==> config.mk <==
export PLATFORM = sky130hd
export DESIGN_NAME = mem_arb_ctrl
export DESIGN_NICKNAME = d
export VERILOG_FILES = /design/src/rtl/mem_arb_ctrl.sv
export SDC_FILE = /design/constraint.sdc
export NUM_CORES = 1
export LEC_CHECK = 0
export BUFFER_PORTS_ARGS = -buffer_cell sky130_fd_sc_hd__buf_2
export CORE_ASPECT_RATIO = 1.4
export CORE_UTILIZATION = 50
export CTS_BUF_LIST = sky130_fd_sc_hd__clkbuf_16
export DETAILED_ROUTE_END_ITERATION = 8
export HOLD_SLACK_MARGIN = 0.05
export PLACE_DENSITY_LB_ADDON = 0.15
export SLEW_MARGIN = 10
export SYNTH_ARGS = -nofsm -noshare
export SYNTH_HDL_FRONTEND = slang
export SYNTH_SLANG_ARGS = --single-unit
==> constraint.sdc <==
create_clock -name clk_in -period 4.8 [get_ports clk_in]
set_input_delay 0.48 -clock clk_in [delete_from_list [all_inputs] [get_ports clk_in]]
set_output_delay 0.48 -clock clk_in [all_outputs]
set_load 0.005 [all_outputs]
==> src/rtl/mem_arb_ctrl.sv <==
// mem_arb_ctrl -- byte-serial little-endian memory controller with fixed-priority or
// round-robin arbitration across NUM_PORTS requesters. Rev 1.0
`default_nettype none

module mem_arb_ctrl #(
  parameter int NUM_PORTS  = 2,
  parameter int ADDR_WIDTH = 32,
  parameter int ARB_MODE   = 0
) (
  input  logic                            clk_in,
  input  logic                            rst_in,
  input  logic                            rdy_in,
  input  logic [NUM_PORTS-1:0]            req_valid,
  input  logic [NUM_PORTS-1:0]            req_wr,
  input  logic [NUM_PORTS*ADDR_WIDTH-1:0] req_addr,
  input  logic [NUM_PORTS*32-1:0]         req_wdata,
  input  logic [NUM_PORTS*2-1:0]          req_size,
  input  logic [NUM_PORTS-1:0]            req_signed,
  output logic [NUM_PORTS-1:0]            resp_done,
  output logic [31:0]                     resp_rdata,
  output logic                            busy,
  input  logic [7:0]                      mem_din,
  output logic [7:0]                      mem_dout,
  output logic [ADDR_WIDTH-1:0]           mem_a,
  output logic                            mem_wr
);

  localparam int IDX_W = (NUM_PORTS > 1) ? $clog2(NUM_PORTS) : 1;

  typedef enum logic [1:0] {
    IDLE  = 2'd0,
    READ  = 2'd1,
    WRITE = 2'd2,
    DONE  = 2'd3
  } state_t;

  state_t                r_state;
  logic [IDX_W-1:0]      r_gidx;
  logic [IDX_W-1:0]      r_rr_ptr;
  logic [ADDR_WIDTH-1:0] r_base;
  logic [31:0]           r_wdata;
  logic [31:0]           r_rdata;
  logic [1:0]            r_size;
  logic                  r_signed;
  logic [2:0]            r_cnt;

  logic                  w_any;
  logic [IDX_W-1:0]      w_gidx;
  logic [ADDR_WIDTH-1:0] w_sel_addr;
  logic [31:0]           w_sel_wdata;
  logic [1:0]            w_sel_size;
  logic                  w_sel_signed;
  logic                  w_sel_wr;
  logic [2:0]            w_nbytes;
  logic [31:0]           w_rdata_cap;
  logic [31:0]           w_ext;
  logic [7:0]            w_wbyte;
  logic [NUM_PORTS-1:0]  w_done_vec;

  // Round-robin searches indices above the pointer first, then wraps to the low ones.
  always_comb begin
    w_any  = 1'b0;
    w_gidx = '0;
    for (int i = 0; i < NUM_PORTS; i++) begin
      if (!w_any && req_valid[i] && ((ARB_MODE == 0) || (IDX_W'(i) > r_rr_ptr))) begin
        w_any  = 1'b1;
        w_gidx = IDX_W'(i);
      end
    end
    if (ARB_MODE == 1) begin
      for (int i = 0; i < NUM_PORTS; i++) begin
        if (!w_any && req_valid[i]) begin
          w_any  = 1'b1;
          w_gidx = IDX_W'(i);
        end
      end
    end
  end

  always_comb begin
    w_sel_addr   = '0;
    w_sel_wdata  = '0;
    w_sel_size   = '0;
    w_sel_signed = 1'b0;
    w_sel_wr     = 1'b0;
    for (int i = 0; i < NUM_PORTS; i++) begin
      if (w_gidx == IDX_W'(i)) begin
        w_sel_addr   = req_addr[i*ADDR_WIDTH +: ADDR_WIDTH];
        w_sel_wdata  = req_wdata[i*32 +: 32];
        w_sel_size   = req_size[i*2 +: 2];
        w_sel_signed = req_signed[i];
        w_sel_wr     = req_wr[i];
      end
    end
  end

  always_comb begin
    case (r_size)
      2'b00:   w_nbytes = 3'd1;
      2'b01:   w_nbytes = 3'd2;
      default: w_nbytes = 3'd4;
    endcase
  end

  // Byte k lands at edge k+2, so the lane index is r_cnt-2.
  assign w_rdata_cap = r_rdata | (32'(mem_din) << {r_cnt - 3'd2, 3'b000});
  assign w_wbyte     = 8'(r_wdata >> {r_cnt, 3'b000});
  assign w_done_vec  = NUM_PORTS'(1) << r_gidx;

  always_comb begin
    case (r_size)
      2'b00:   w_ext = {{24{r_signed & w_rdata_cap[7]}}, w_rdata_cap[7:0]};
      2'b01:   w_ext = {{16{r_signed & w_rdata_cap[15]}}, w_rdata_cap[15:0]};
      default: w_ext = w_rdata_cap;
    endcase
  end

  always_ff @(posedge clk_in or negedge rst_in) begin
    if (!rst_in) begin
      r_state    <= IDLE;
      r_gidx     <= '0;
      r_rr_ptr   <= IDX_W'(NUM_PORTS - 1);
      r_base     <= '0;
      r_wdata    <= '0;
      r_rdata    <= '0;
      r_size     <= '0;
      r_signed   <= 1'b0;
      r_cnt      <= '0;
      resp_done  <= '0;
      resp_rdata <= '0;
      busy       <= 1'b0;
      mem_dout   <= '0;
      mem_a      <= '0;
      mem_wr     <= 1'b0;
    end else if (rdy_in) begin
      case (r_state)
        IDLE: begin
          if (w_any) begin
            r_gidx   <= w_gidx;
            r_rr_ptr <= w_gidx;
            r_base   <= w_sel_addr;
            r_wdata  <= w_sel_wdata;
            r_size   <= w_sel_size;
            r_signed <= w_sel_signed;
            r_rdata  <= '0;
            r_cnt    <= 3'd1;
            mem_a    <= w_sel_addr;
            busy     <= 1'b1;
            if (w_sel_wr) begin
              mem_dout <= w_sel_wdata[7:0];
              mem_wr   <= 1'b1;
              r_state  <= WRITE;
            end else begin
              mem_wr  <= 1'b0;
              r_state <= READ;
            end
          end
        end
        READ: begin
          r_cnt <= r_cnt + 3'd1;
          if (r_cnt < w_nbytes) begin
            mem_a <= r_base + ADDR_WIDTH'(r_cnt);
          end
          if (r_cnt >= 3'd2) begin
            r_rdata <= w_rdata_cap;
          end
          if (r_cnt == w_nbytes + 3'd1) begin
            r_state    <= DONE;
            resp_done  <= w_done_vec;
            resp_rdata <= w_ext;
          end
        end
        WRITE: begin
          r_cnt <= r_cnt + 3'd1;
          if (r_cnt < w_nbytes) begin
            mem_a    <= r_base + ADDR_WIDTH'(r_cnt);
            mem_dout <= w_wbyte;
          end else begin
            mem_wr     <= 1'b0;
            r_state    <= DONE;
            resp_done  <= w_done_vec;
            resp_rdata <= '0;
          end
        end
        DONE: begin
          resp_done  <= '0;
          resp_rdata <= '0;
          busy       <= 1'b0;
          r_state    <= IDLE;
        end
        default: r_state <= IDLE;
      endcase
    end
  end

endmodule

`default_nettype wire

==> impl_metrics.tcl <==
set metrics [dict create \
    period_needed_ns 3.46 \
    powerDensity_mw_per_mm2 655 \
    p_comb_share_pct 44.6 \
    ys.flop_type "dfrtp_1" \
    nets 1382 \
    cts_num_sinks 181 \
    wire_per_inst_um 17.3 \
    num_io_pins 225 \
    h-tree-depth 4 \
    start_util_pct 51.0 \
    cts_buffers 17 \
    r2r_start "r_size[1]$_DFFE_PN0P_" \
    worst_setup_path_start_kind "flop" \
    cap_violations 0 \
    setup_ws_ns 1.34 \
    yosys.area_share.simple_pct 16.8 \
    cts_root_buf "clkbuf_16" \
    yosys_warnings 0 \
    status "finished, final reports clean" \
    switching_share_pct 42.1 \
    dp_slack_ns 1.41 \
    wl_met2_um 12800 \
    row_count 59 \
    wl_um 25500 \
    synth_top_area_share_pct 47.8 \
    layout_commonest_cell "buf_2" \
    num_vias 8448 \
    worstMarginPinSlew_ns 1.02 \
    overflow 0 \
    finalWeightedCongestion 0.853 \
    synth-edff-count 0 \
    p_int_mw 4.32 \
    synthTopCellsByArea "dfrtp_1 (48%), nand2_1 (6.6%), a21oi_1 (4.0%)" \
    multi_input_area_mm2 0.00464 \
    place.port_buffers 224 \
    cp.required_ns 5.13 \
    power_frac_seq_pct 36.7 \
    crit_type "reg -> reg" \
    mappedNetlistNets 1194 \
    clkSlewWorstSetupHoldPaths_ns 0.07 \
    track_usage_pct 26.9 \
    hold_ws_ns 0.140 \
    register_area_mm2 0.00453 \
    finalSetupViolCount 0 \
    ys_async_sr_fraction_pct 100 \
    synthAdderAreaFrac_pct 2.06 \
    grt_antenna_before_repair 0 \
    cts_hold_buf 0 \
    p_sw_mw 3.14 \
    fillers 1682 \
    yosysTopAreaCell "dfrtp_1" \
    rsz0062_at_grt "no" \
    wl_met3_um 1170 \
    hpwl_um 18700 \
    insertion_delay_ns 0.44 \
    initialDrtViolationCount 710 \
    end_kind "flop" \
    drive_gt1_share_pct 25.3 \
    drc_errors 0 \
    synth-seq-cells 181 \
    hold_viol 0 \
    cts_resized 0 \
    yosysSeqAreaShare_pct 47.8 \
    coreArea_mm2 0.0186 \
    wirelength_met1_um 10700 \
    slew_headroom_pct 31.7 \
    min_path_type "in -> async" \
    cts_tree "yes" \
    critPathArrivalTime_ns 3.79 \
    p_clk_share_pct 18.7 \
    avgViaCountPerCell 5.73 \
    synth_xor_area_share_pct 1.85 \
    synthCells 1030 \
    fmax_mhz 289 \
    die_area_mm2 0.0195 \
    startpoint "r_size[1]$_DFFE_PN0P_" \
    layout_common_cells "buf_2 (223), dfrtp_1 (181), nand2_1 (168), nor2_1 (76), a21oi_1 (75)" \
    finalSetupTns_ns 0 \
    syn_area_mm2 0.00948 \
    grt_pass1_wl_um 41100 \
    p_leak_nw 5.46 \
    area_growth_pct 20.1 \
    clock_skew_ns 0.00916 \
    grt_max_degree 105 \
    dr.pass1.iters 5 \
    synth_top_family_by_area "compound AO/OA/AOI/OAI gates" \
    grt_pass1_vias 7992 \
    die_w_um 118 \
    yosys.cell_types.count 62 \
    slew_violations 0 \
    cts_buffer_depth 2 \
    postCtsSetupBuffers 0 \
    peakVddDrop_uv 331 \
    chipHeight_um 165 \
    syn_area_per_cell_um2 9.21 \
    postRouteAntennaNets 0 \
    synthMuxAreaShare_pct 7.18 \
    n_antenna_cell 0 \
    synth_compound_area_share_pct 20.5 \
    routed.top_layer "met4" \
    period_share_pct 72.1 \
    crit_fanout 19 \
]
## cells by family (layout without fill, tap and decap cells)
kind of cell | after synthesis | after routing
simple gates | 351 | 351
flops | 181 | 181
compound gates | 311 | 311
fa+ha+maj | 15 | 15
buf+inv | 96 | 297
xor+xnor | 20 | 20
mux | 56 | 56
## Yosys cell counts (4+ instances only)
cell / number
dfrtp_1: 181
nand2_1: 168
nor2_1: 77
a21oi_1: 75
o21ai_0: 74
clkbuf_1: 58
a31oi_1: 37
mux2i_1: 32
o31ai_1: 29
inv_1: 26
a211oi_1: 23
nand3_1: 18
a21o_1: 16
mux2_2: 16
nor3_1: 15
ha_1: 14
xnor2_1: 14
nand2b_1: 11
nor2b_1: 11
nor4_1: 10
a22oi_1: 9
o22ai_1: 9
a22o_1: 8
mux4_2: 8
buf_1: 7
nand4_1: 7
xor2_1: 6
a32o_1: 5
a32oi_1: 5
and3_1: 5
nand3b_1: 5
o211ai_1: 4
or4_1: 4
## critical path, stage by stage (launching register included)
cell	delay, ns
dfrtp_1	0.41
nand2b_1	0.19
ha_1	0.25
clkinv_1	0.49
ha_1	0.51
o21ai_0	0.20
a31oi_2	0.80
buf_4	0.28
a21oi_1	0.05
a22o_1	0.18
## flip-flops by register name, indices dropped and copies added (netlist names)
| signal | cells |
|---|---|
| busy | 1 |
| mem_a | 32 |
| mem_dout | 8 |
| mem_wr | 1 |
| r_base | 32 |
| r_cnt | 3 |
| r_gidx | 1 |
| r_rdata | 32 |
| r_signed | 1 |
| r_size | 2 |
| r_state | 2 |
| r_wdata | 32 |
| resp_done | 2 |
| resp_rdata | 32 |
## power groups by stage
stage          Clock (mW)  Sequential [mW]  Combinational, mW
2_1_floorplan           0             2.58               2.37
3_3_place_gp            0             2.74               3.25
3_5_place_dp            0             2.76               3.33
4_1_cts              1.42             2.73               3.34
5_1_grt              1.49             2.82               3.76
6_report             1.40             2.74               3.33
## routing by layer
layer	track usage, %	up-vias
met5	0	-
met4	12.0	0
met3	4.01	55
met2	45.8	280
met1	34.1	4019
li1	-	4094
## path summary, 6_finish.rpt
check | end | slack, ns | cells past startpoint
min in group clk_in | r_wdata[14]$_DFFE_PN0P_ | 0.28 | 3
worst min-delay path | r_gidx$_DFFE_PN0P_ | 0.14 | 1
worst min register to register | resp_rdata[11]$_DFFE_PN0P_ | 0.47 | 1
worst max register to register | mem_a[24]$_DFFE_PN0P_ | 1.34 | 9
worst max-delay path | mem_a[24]$_DFFE_PN0P_ | 1.34 | 9
max in group asynchronous | r_base[1]$_DFFE_PN0P_ | 3.54 | 2
## stage by stage
stage	util [%]	area, µm²	total power, mW	cells
5_1_grt	61.3	11400	8.07	1475
3_3_place_gp	58.1	10800	5.99	1443
2_1_floorplan	-	9480	4.95	1030
3_5_place_dp	58.1	10800	6.09	1443
6_report	61.3	11400	7.46	1475
4_1_cts	61.2	11400	7.49	1475
## area by class of cell
cell class                      count  share of cell area (%)
Tap cell                          244                    2.68
Sequential cell                   181                    39.7
Multi-Input combinational cell    753                    40.7
Clock buffer                       17                    3.73
Inverter                           28                   0.922
Clock inverter                     15                    1.45
Timing Repair Buffer              237                    10.7
Power figures use the tool's default switching activity.
